<file path="src/rtl/dm_bus_arbiter_pkg.sv">
// Shared definitions for the data-memory bus arbiter: access size codes,
// arbiter FSM states, default data-memory limit and an address helper.
package dm_bus_arbiter_pkg;

  localparam logic [1:0] SZ_BYTE = 2'd0;
  localparam logic [1:0] SZ_HALF = 2'd1;
  localparam logic [1:0] SZ_WORD = 2'd2;

  // First byte address that lies outside the data memory.
  localparam logic [31:0] DM_LIMIT_DEFAULT = 32'h0000_3000;

  typedef enum logic [1:0] {
    ST_IDLE   = 2'd0,
    ST_CPU_RD = 2'd1,
    ST_DMA_RD = 2'd2
  } state_t;

  // The memory is word addressed on the bus; byte lanes come from mem_be.
  function automatic logic [31:0] word_align(input logic [31:0] a);
    return {a[31:2], 2'b00};
  endfunction

endpackage

</file>
<file path="src/rtl/dm_bus_arbiter_be_gen.sv">
// dm_be_gen: combinational byte-enable / lane-replication / alignment check
// for CPU stores and loads. Loads get all-zero enables (a read on the bus).
module dm_be_gen
  import dm_bus_arbiter_pkg::*;
(
  input  logic [1:0]  i_size,
  input  logic [1:0]  i_addr_lo,
  input  logic [31:0] i_wdata,
  input  logic        i_we,
  output logic [3:0]  o_be,
  output logic [31:0] o_wdata,
  output logic        o_misalign
);

  // Decode size into lane enables, replicate store data, flag misalignment.
  always_comb begin
    o_be       = 4'b0000;
    o_wdata    = i_wdata;
    o_misalign = 1'b0;
    case (i_size)
      SZ_BYTE: begin
        o_be    = 4'b0001 << i_addr_lo;
        o_wdata = {4{i_wdata[7:0]}};
      end
      SZ_HALF: begin
        o_be       = i_addr_lo[1] ? 4'b1100 : 4'b0011;
        o_wdata    = {2{i_wdata[15:0]}};
        o_misalign = i_addr_lo[0];
      end
      // SZ_WORD and the reserved code 3 both behave as a word access.
      default: begin
        o_be       = 4'b1111;
        o_misalign = |i_addr_lo;
      end
    endcase
    if (!i_we) begin
      o_be = 4'b0000;
    end
  end

endmodule

</file>
<file path="src/rtl/dm_bus_arbiter.sv">
// dm_bus_arbiter: shares the single-port data memory between the CPU M-stage
// port and a word-only DMA/debug master. Reads take one extra cycle; writes
// and address errors finish in the grant cycle.
// Build option: DM_ARB_RR_EN selects round-robin arbitration; otherwise the
// CPU has fixed priority and no last-grant state exists.
module dm_bus_arbiter
  import dm_bus_arbiter_pkg::*;
#(
  parameter logic [31:0] DM_LIMIT = DM_LIMIT_DEFAULT
) (
  input  logic        clk,
  input  logic        reset_n,
  input  logic        cpu_req,
  input  logic        cpu_we,
  input  logic [1:0]  cpu_size,
  input  logic [31:0] cpu_addr,
  input  logic [31:0] cpu_wdata,
  output logic        cpu_stall,
  output logic        cpu_rvalid,
  output logic [31:0] cpu_rdata,
  output logic        cpu_exc,
  input  logic        dma_req,
  input  logic        dma_we,
  input  logic [31:0] dma_addr,
  input  logic [31:0] dma_wdata,
  output logic        dma_gnt,
  output logic        dma_rvalid,
  output logic [31:0] dma_rdata,
  output logic        mem_en,
  output logic [3:0]  mem_be,
  output logic [31:0] mem_addr,
  output logic [31:0] mem_wdata,
  input  logic [31:0] mem_rdata
);

  state_t      r_state;
  state_t      w_state_next;

  logic [3:0]  w_cpu_be;
  logic [31:0] w_cpu_wdata;
  logic        w_cpu_misalign;
  logic        w_cpu_err;
  logic        w_cpu_win;
  logic        w_dma_win;

  logic        w_cpu_stall;
  logic        w_cpu_rvalid;
  logic [31:0] w_cpu_rdata;
  logic        w_cpu_exc;
  logic        w_dma_gnt;
  logic        w_dma_rvalid;
  logic [31:0] w_dma_rdata;
  logic        w_mem_en;
  logic [3:0]  w_mem_be;
  logic [31:0] w_mem_addr;
  logic [31:0] w_mem_wdata;

  // DMA is word-only, so its low address bits carry no information.
  logic        w_unused_dma_lo;
  assign w_unused_dma_lo = &{1'b0, dma_addr[1:0]};

  dm_be_gen u_be_gen (
    .i_size     (cpu_size),
    .i_addr_lo  (cpu_addr[1:0]),
    .i_wdata    (cpu_wdata),
    .i_we       (cpu_we),
    .o_be       (w_cpu_be),
    .o_wdata    (w_cpu_wdata),
    .o_misalign (w_cpu_misalign)
  );

  assign w_cpu_err = w_cpu_misalign | (cpu_addr >= DM_LIMIT);

`ifdef DM_ARB_RR_EN
  // 1 when the DMA held the most recent grant; resets to 1 so the CPU wins first.
  logic r_last_dma;

  assign w_cpu_win = cpu_req & (~dma_req | r_last_dma);

  // Remember who was granted last, exception grants included.
  always_ff @(posedge clk or negedge reset_n) begin
    if (!reset_n) begin
      r_last_dma <= 1'b1;
    end else if ((r_state == ST_IDLE) && (cpu_req || dma_req)) begin
      r_last_dma <= ~w_cpu_win;
    end
  end
`else
  assign w_cpu_win = cpu_req;
`endif

  assign w_dma_win = dma_req & ~w_cpu_win;

  // FSM state register.
  always_ff @(posedge clk or negedge reset_n) begin
    if (!reset_n) begin
      r_state <= ST_IDLE;
    end else begin
      r_state <= w_state_next;
    end
  end

  // Grant selection, bus drive and read-return sequencing.
  always_comb begin
    w_state_next = r_state;
    w_cpu_stall  = 1'b0;
    w_cpu_rvalid = 1'b0;
    w_cpu_rdata  = 32'h0;
    w_cpu_exc    = 1'b0;
    w_dma_gnt    = 1'b0;
    w_dma_rvalid = 1'b0;
    w_dma_rdata  = 32'h0;
    w_mem_en     = 1'b0;
    w_mem_be     = 4'b0000;
    w_mem_addr   = 32'h0;
    w_mem_wdata  = 32'h0;
    case (r_state)
      ST_IDLE: begin
        if (w_cpu_win) begin
          if (w_cpu_err) begin
            // Faulting access is consumed without touching memory.
            w_cpu_exc = 1'b1;
          end else begin
            w_mem_en    = 1'b1;
            w_mem_be    = w_cpu_be;
            w_mem_addr  = word_align(cpu_addr);
            w_mem_wdata = w_cpu_wdata;
            if (!cpu_we) begin
              w_cpu_stall  = 1'b1;
              w_state_next = ST_CPU_RD;
            end
          end
        end else if (w_dma_win) begin
          w_dma_gnt   = 1'b1;
          w_cpu_stall = cpu_req;
          w_mem_en    = 1'b1;
          w_mem_be    = dma_we ? 4'b1111 : 4'b0000;
          w_mem_addr  = word_align(dma_addr);
          w_mem_wdata = dma_wdata;
          if (!dma_we) begin
            w_state_next = ST_DMA_RD;
          end
        end
      end
      ST_CPU_RD: begin
        w_cpu_rvalid = 1'b1;
        w_cpu_rdata  = mem_rdata;
        w_state_next = ST_IDLE;
      end
      ST_DMA_RD: begin
        w_dma_rvalid = 1'b1;
        w_dma_rdata  = mem_rdata;
        w_cpu_stall  = cpu_req;
        w_state_next = ST_IDLE;
      end
      default: begin
        w_state_next = ST_IDLE;
      end
    endcase
  end

  // Outputs are forced low while reset is asserted.
  assign cpu_stall  = reset_n & w_cpu_stall;
  assign cpu_rvalid = reset_n & w_cpu_rvalid;
  assign cpu_rdata  = reset_n ? w_cpu_rdata : 32'h0;
  assign cpu_exc    = reset_n & w_cpu_exc;
  assign dma_gnt    = reset_n & w_dma_gnt;
  assign dma_rvalid = reset_n & w_dma_rvalid;
  assign dma_rdata  = reset_n ? w_dma_rdata : 32'h0;
  assign mem_en     = reset_n & w_mem_en;
  assign mem_be     = reset_n ? w_mem_be : 4'b0000;
  assign mem_addr   = reset_n ? w_mem_addr : 32'h0;
  assign mem_wdata  = reset_n ? w_mem_wdata : 32'h0;

endmodule
</file>
<file path="config.mk">
export PLATFORM = sky130hd
export DESIGN_NAME = dm_bus_arbiter
export DESIGN_NICKNAME = d
export VERILOG_FILES = /design/src/rtl/dm_bus_arbiter_pkg.sv /design/src/rtl/dm_bus_arbiter_be_gen.sv /design/src/rtl/dm_bus_arbiter.sv
export SDC_FILE = /design/constraint.sdc
export NUM_CORES = 1
export LEC_CHECK = 0
export ABC_AREA = 1
export CORE_AREA = 4 4 117 119
export CTS_CLUSTER_DIAMETER = 120
export DETAILED_ROUTE_END_ITERATION = 10
export DIE_AREA = 0 0 121 123
export PLACE_DENSITY = 0.69
export REMOVE_ABC_BUFFERS = 1
export SETUP_SLACK_MARGIN = 0.5
export SKIP_LAST_GASP = 1
export SLEW_MARGIN = 20
export SYNTH_ARGS = -nofsm -noshare
export SYNTH_HDL_FRONTEND = slang
export SYNTH_SLANG_ARGS = --single-unit
</file>
<file path="constraint.sdc">
create_clock -name clk -period 1.9 [get_ports clk]
set_input_delay 0.38 -clock clk [delete_from_list [all_inputs] [get_ports clk]]
set_output_delay 0.38 -clock clk [all_outputs]
set_load 0.02 [all_outputs]
</file>
==> results.json <==
{
  "p_leak_nw": 3.57,
  "grt-ovfl-total": 0,
  "die_h_microns": 123,
  "synth_area_sq_um": 1880,
  "path_delay_family": "buffers and inverters",
  "grt_max_degree": 29,
  "drt_iter0_drc": 148,
  "grt_pass1_wl_microns": 24500,
  "drc": 0,
  "skew_ns": 0.000309,
  "layout_common_cells": "buf_6, clkdlybuf4s50_1, nor2_4, inv_1, buf_4",
  "cts_made_buffers": 3,
  "wl_per_cell_microns": 18.6,
  "largestRegisters": "r_state x2",
  "setup_viol": 130,
  "synth_seq_cells": 2,
  "dieArea_sq_um": 14900,
  "status": "complete, but fails checks",
  "ant_nets": 0,
  "nets": 972,
  "place_congestion": 0.858,
  "dr.pass1.iters": 4,
  "cts_sinks": 2,
  "ys_seq_area_share_pct": 2.66,
  "drive_gt1_share_pct": 59.7,
  "largest_register_ffs": 2,
  "dp_cells": 910,
  "avgSynthCellArea_sq_um": 4.57,
  "vias_per_cell": 4.41,
  "end_kind": "primary output",
  "clk_path_buf_depth": 2,
  "drv_slew": 0,
  "area_growth_pct": 314,
  "coreArea_sq_um": 12600,
  "cts_tree": "built",
  "grt_pass1_vias": 4595,
  "grt_usage_pct": 21.2,
  "finalSetupTns_ns": -17.49,
  "slowest_stage": "dfrtp_1",
  "finalCriticalPeriod_ns": 2.15,
  "start_util_pct": 15.0,
  "cp.required_ns": 1.52,
  "io_pins": 306,
  "seq_area_sq_um": 51.3,
  "arrival_ns": 1.77,
  "crit_chain": "inv_2, nand2_4, buf_6, buf_4, nor2_4, clkinv_4, buf_12, buf_16, nor2_4, buf_6",
  "synth_cell_type_count": 30,
  "row_count": 41,
  "top_register": "r_state",
  "instances_no_fill": 977,
  "cpPeakStageDelay_ns": 0.38,
  "worst_slack_ns": -0.247,
  "port_buffers": 301,
  "vias": 4306,
  "fill_cells": 1042,
  "clockRootBuffer": "clkbuf_16",
  "powerDensity_nw_per_um2": 195,
  "htree_levels": 1,
  "clock_latency_ns": 0.22,
  "multi_input_area_sq_um": 2550,
  "die_w_microns": 121,
  "min_path_type": "input port to asynchronous set/reset pin",
  "final_core_util_pct": 61.9,
  "max_freq_mhz": 466,
  "dp_slack_ns": -0.930,
  "timing.hold.ws_ns": 0.262,
  "clkTransAtPathRegs_ns": 0.03,
  "peakVddDrop_uv": 151,
  "synth_cells": 411,
  "yosysWarnings": 0,
  "layout_commonest_cell": "buf_6",
  "drt_wl_total_microns": 18200,
  "period_share_pct": 113,
  "crit_buf_inv": 7,
  "hold_viol": 0,
  "rsz0062_at_grt": "yes",
  "max_cap_violations": 0,
  "violations": "negative setup slack",
  "antenna_found_initial": 2,
  "worstPathMaxFanout": 8,
  "path_class": "register to primary output",
  "critPathLaunchType": "register",
  "post-dp-hpwl_microns": 11100
}
## kinds of logic after synthesis
family,count (synthesis),synth area share (%)
AND/OR/NAND/NOR,226,50.7
buffers and inverters,111,24.2
AO/OA/AOI/OAI,70,21.8
flip-flops,2,2.66
multiplexers,1,0.533
other,1,0.200
## what timing repair did
action / in CTS / in global routing
gates cloned: 15 / 3
hold buffers: 0 / 0
pin swaps: 57 / 46
buffers inserted: 30 / 13
setup endpoints to repair: 137 / 137
resized for setup: 1126 / 151
endpoints found under the hold margin: 0 / 0
## final timing paths
path,from,endpoint,slack [ns],cells after the start
max,r_state[0],dma_rdata[23],-0.25,10
min,reset_n,r_state[0],0.26,2
max reg2reg,r_state[1],r_state[0],0.95,4
min reg2reg,r_state[0],r_state[1],0.56,3
max in group asynchronous,reset_n,r_state[1],1.52,2
min in group clk,dma_req,r_state[1],0.44,3
## metrics by stage
| stage | instance area [sq um] | total power, mW |
|---|---|---|
| final | 7780 | 1.52 |
| after global routing | 7780 | 1.59 |
| after CTS | 7070 | 1.40 |
| after detailed placement | 5410 | 0.874 |
| after global placement | 5410 | 0.870 |
| after floorplan | 1760 | 0.285 |
## metal layers
layer	share of wire, %	global-route usage [%]	vias up
met5	0	0	-
li1	-	-	2043
met3	8.4	5.22	36
met2	55	41.1	243
met1	34	21.1	1984
met4	3.3	9.70	0
## area by class of cell
class | count | share of cell area (%)
Inverter | 87 | 4.71
Antenna cell | 3 | 0.0965
Clock buffer | 3 | 0.965
Sequential cell | 2 | 0.659
Timing Repair inverter | 3 | 0.675
Multi-Input combinational cell | 300 | 32.8
Tap cell | 172 | 2.77
Timing Repair Buffer | 407 | 57.4
## cells in the mapped netlist
library cell	number	area (sq um)
inv_2	1	3.75
buf_2	6	30.0
o22ai_1	1	6.26
nand2_1	93	349
a22oi_1	6	45.0
or2_2	1	6.26
buf_1	1	3.75
nor2_2	2	12.5
nand2_4	1	11.3
nor2_4	1	11.3
dfrtp_1	2	50.1
nor2_1	105	394
nor3_4	1	16.3
buf_6	2	22.5
mux2i_1	1	10.0
o21ai_1	9	45.0
or2_1	1	6.26
clkbuf_1	11	41.3
o21ai_0	35	175
conb_1	1	3.75
buf_4	4	30.0
o21bai_1	1	7.51
a21oi_1	7	35.0
nor2_8	1	20.0
inv_1	86	323
o21ai_2	10	87.6
o211ai_1	1	7.51
nand3_2	1	10.0
nand4_1	16	100
nand3_1	3	15.0
## power by group
group	internal (mW)	switching, mW
registers	0.0439	0.00121
clock network	0.268	0.0498
logic	0.621	0.535
total	0.933	0.586
Power figures use the tool's default switching activity.
==> RTL edit 1 (same flow settings) <==
Encoding of `state_t`: now one-hot (3 bits for 3 states).
--- a/src/rtl/dm_bus_arbiter_pkg.sv
+++ b/src/rtl/dm_bus_arbiter_pkg.sv
@@ -11,6 +11,6 @@
 
-  typedef enum logic [1:0] {
-    ST_IDLE   = 2'd0,
-    ST_CPU_RD = 2'd1,
-    ST_DMA_RD = 2'd2
+  typedef enum logic [2:0] {
+    ST_IDLE   = 3'b001,
+    ST_CPU_RD = 3'b010,
+    ST_DMA_RD = 3'b100
   } state_t;
Formal check against the unedited RTL: no difference found for any inputs over 10 cycles, from zero or initial values and one cycle with reset_n low; not proved beyond that.
==> RTL edit 1 against the original RTL <==
  * The run still ends with setup timing left
  * Setup slack got worse by 0.16 ns
  * Clock skew rose by 0.0028 ns
  * Final area fell by 10%
  * Area after synthesis rose by 5.0%
  * Hold slack got worse by 0.055 ns
  * Critical endpoint is now mem_wdata[25]
  * Power rose by 3.8%
  * Largest power group unchanged
  * Routed wire length fell by 15%
  * Critical path type unchanged
  * Non-clock buffer count fell by 7
  * Sequential cell count rose by 1
==> RTL edit 1: results (changes against the original RTL) <==
post-CTS setup buffer count 22 (-27%); Synth top cells by count 123 x nor2_1, 84 x nand2_1, 61 x inv_1, 26 x o21ai_0, 21 x a21oi_1; Seq pwr share 4.5% (+1.5 points); critical path's slowest cell dfstp_2; Post-CTS Resized 806 (-28%); met3 GRT Util 6.130% (+0.91 points); WL/cell 16.06 um (-14%); met1 WL 5549 um (-9.3%); mux share of post-synthesis cell area 0.5073% (-0.025 points); Final #Nets 961 (-1.1%); met3 WL 1429 um (-6.7%); routability cong. 0.7910 (-7.8%); Psw 580.0 uW (-0.99%); GR Util met2 34.32% (-6.8 points); layout cell share with drive strength beyond 1 52.27% (-7.5 points); Placed Instances 911 (+0.11%); WL met2 8328 um (-16%); initial antenna violation count 1 (-1); largest net degree at the start of global routing 34 (+17%); Pleak 3.198 nW (-11%); Flop+latch power 70.8 uW (+57%); Final WS setup -0.4091 ns (-0.1616 ns); GRT Total Usage 17.94% (-3.2 points); maximum vdd drop 0.2317 mV (+53%); most area-consuming cells after synthesis nor2_1 23%, nand2_1 16%, inv_1 12%; failing checks setup timing; critical path arrival 1.93 ns (+0.16 ns); via/cell ratio 4.229 (-4.0%); post-detail-place hpwl 11170 um (+0.89%); WL final 15500 um (-15%); Max stage delay on crit path 0.52 ns (+0.14 ns); status finished, violations left; first-pass GRT wire length 21180 um (-14%); DP Area 5524 um2 (+2.1%); Seq/Total Area, Yosys 3.868% (+1.2 points); First DRT Iteration DRCs 118 (-20%); largest registers r_state (3); Setup violations, final 81 (-38%); Yosys cell types 31 (+3.3%); total negative slack -23.27 ns (-5.785 ns)
## RTL edit 1: changes by cell type in the layout (fill, tap and decap cells not counted), moves of 17 or more
cell	delta
nor2_1	+64
nor2_4	-60
buf_6	-52
buf_4	+47
inv_1	-21
nand2_1	+20
nand2_2	-17
## RTL edit 1: area by class of cell
cell class,count,area (um2)
flip-flops and latches,3,76.32
clock buffers,4,78.83
repair buffers,400,4048
inverters,64,260.3
fillers,1161,5584
multi-input cells,321,2303
diodes,1,2.502
well taps,172,215.2
## RTL edit 1: final timing paths
| check | from | to | slack, ns |
|---|---|---|---|
| min | reset_n | r_state[1] | 0.21 |
| min in group clk | dma_req | r_state[2] | 0.72 |
| min reg2reg | r_state[1] | r_state[2] | 0.83 |
| max | r_state[0] | mem_wdata[25] | -0.41 |
| max reg2reg | r_state[0] | r_state[0] | 0.32 |
| max in group asynchronous | reset_n | r_state[0] | 1.50 |
==> RTL edit 2 (same settings) <==
Made on the original files. Set the package constant `DM_LIMIT_DEFAULT` to 32'h00002000 (it was 32'h0000_3000).
--- a/src/rtl/dm_bus_arbiter_pkg.sv
+++ b/src/rtl/dm_bus_arbiter_pkg.sv
@@ -9,3 +9,3 @@
   // First byte address that lies outside the data memory.
-  localparam logic [31:0] DM_LIMIT_DEFAULT = 32'h0000_3000;
+  localparam logic [31:0] DM_LIMIT_DEFAULT = 32'h00002000;
 
Check against the original RTL: not equivalent (Yosys sat finds a counterexample within 4 cycles, from zero or initial values and one cycle with reset_n low).
==> RTL edit 2 against the original RTL <==
  * The flow still finishes with violations (setup timing)
  * Power fell by 16%
  * Sequential cell count did not move
  * Die area did not move
  * Combinational power fell by 22%
  * Non-clock buffer count fell by 46
  * Global-route usage fell by 5.1 points
  * Setup slack improved by 0.10 ns
  * Area after synthesis rose by 2.7%
  * Final area fell by 25%
  * Routed wire length fell by 25%
  * Register-to-register slack improved by 0.02 ns
  * Via count fell by 12%
  * Critical endpoint is now mem_wdata[4]
==> RTL edit 2: results (changes against the original RTL) <==
vias in the first global route 3676 (-20%); routability cong. 0.7958 (-7.2%); Setup Skew 0.004106 ns (+0.003797 ns); Yosys cell types 29 (-3.3%); PD cells 218.1 nW/um2 (+12%); Post-CTS Resized 615 (-45%); Pleak 3.027 nW (-15%); Worst-path clk slew 0.03 ns (about the same); first drt pass iteration count 5 (+1); Seq/total area 0.8600% (+0.20 points); post-CTS setup buffer count 11 (-63%); GRT Total Usage 16.11% (-5.1 points); Clock-cell share 1.290% (+0.33 points); multi-input gate count 319 (+6.3%); First DRT Iteration DRCs 79 (-47%); Clock Power Share 25.2% (+4.3 points); largest net degree at the start of global routing 34 (+17%); Clock Buffer Count 3 (unchanged); Final WS setup -0.1476 ns (+0.09986 ns); crit path from r_state[0]; Max power group combinational cells; nonclk buf count 361 (-11%); post-detail-place hpwl 10970 um (-0.94%); first-pass GRT wire length 19120 um (-22%); initial antenna violation count 1 (-1); Multi-input gate area 1775 um2 (-30%); via count of the routed design 3783 (-12%); buffering overhead 58.37% (+1.0 points); Synth top cells by count 119 x nor2_1, 98 x nand2_1, 70 x inv_1, 31 x o21ai_0, 17 x o21ai_1; failing checks setup timing; filler cell count 1319 (+27%); maximum vdd drop 0.1564 mV (+3.4%); layout cell share with drive strength beyond 1 42.02% (-18 points); switch share 34.66% (-3.9 points); Root Driver clkbuf_16; critical path arrival 1.67 ns (-0.10 ns); most area-consuming cells after synthesis nor2_1 23%, nand2_1 19%, inv_1 14%; setup slack, reg-to-reg 0.97 ns (+0.02 ns); status finished, violations left; Hold Fails Final Rpt 0 (unchanged); ant diodes 0 (-3); r2r endpoint r_state[1]; WL/cell 14.62 um (-22%); Setup violations, final 47 (-64%); inverters 79 (-12%); Final #Nets 934 (-3.9%); total negative slack -4.612 ns (+12.88 ns); end point of the critical path mem_wdata[4]; Synth Flop Type dfrtp_1; Seq/Total Area, Yosys 2.592% (-0.071 points); Compound-Gate Fraction of Synth Area 20.09% (-1.7 points); mux share of post-synthesis cell area 0.5185% (-0.014 points)
==> RTL edit 2: stage by stage <==
step | utilization [%] | area [um2] | instances | worst slack, ns
after floorplan | - | 1805 | 399 | -0.4795
after global placement | 43.10 | 5416 | 913 | -0.9750
after detailed placement | 43.10 | 5416 | 913 | -0.9497
after CTS | 45.00 | 5655 | 931 | -0.2034
after global routing | 46.30 | 5819 | 936 | -0.2518
final | 46.30 | 5819 | 936 | -0.1476
==> RTL edit 2: metal layers <==
layer  routed length [um]  GRT usage (%)
met5                   13              0
met4                  249          3.399
met3                 1391          4.803
met2                 7156          31.71
met1                 4868          16.78
==> RTL edit 2: how the worst min path moves through the flow <==
stage                            end  slack (ns)       start  cells after the start
after floorplan           r_state[0]        0.08     reset_n                      0
after global placement    r_state[0]        0.53  r_state[0]                      3
after detailed placement  r_state[0]        0.53  r_state[0]                      3
after CTS                 r_state[1]        0.24     reset_n                      2
after global routing      r_state[1]        0.26     reset_n                      2
final                     r_state[1]        0.24     reset_n                      2
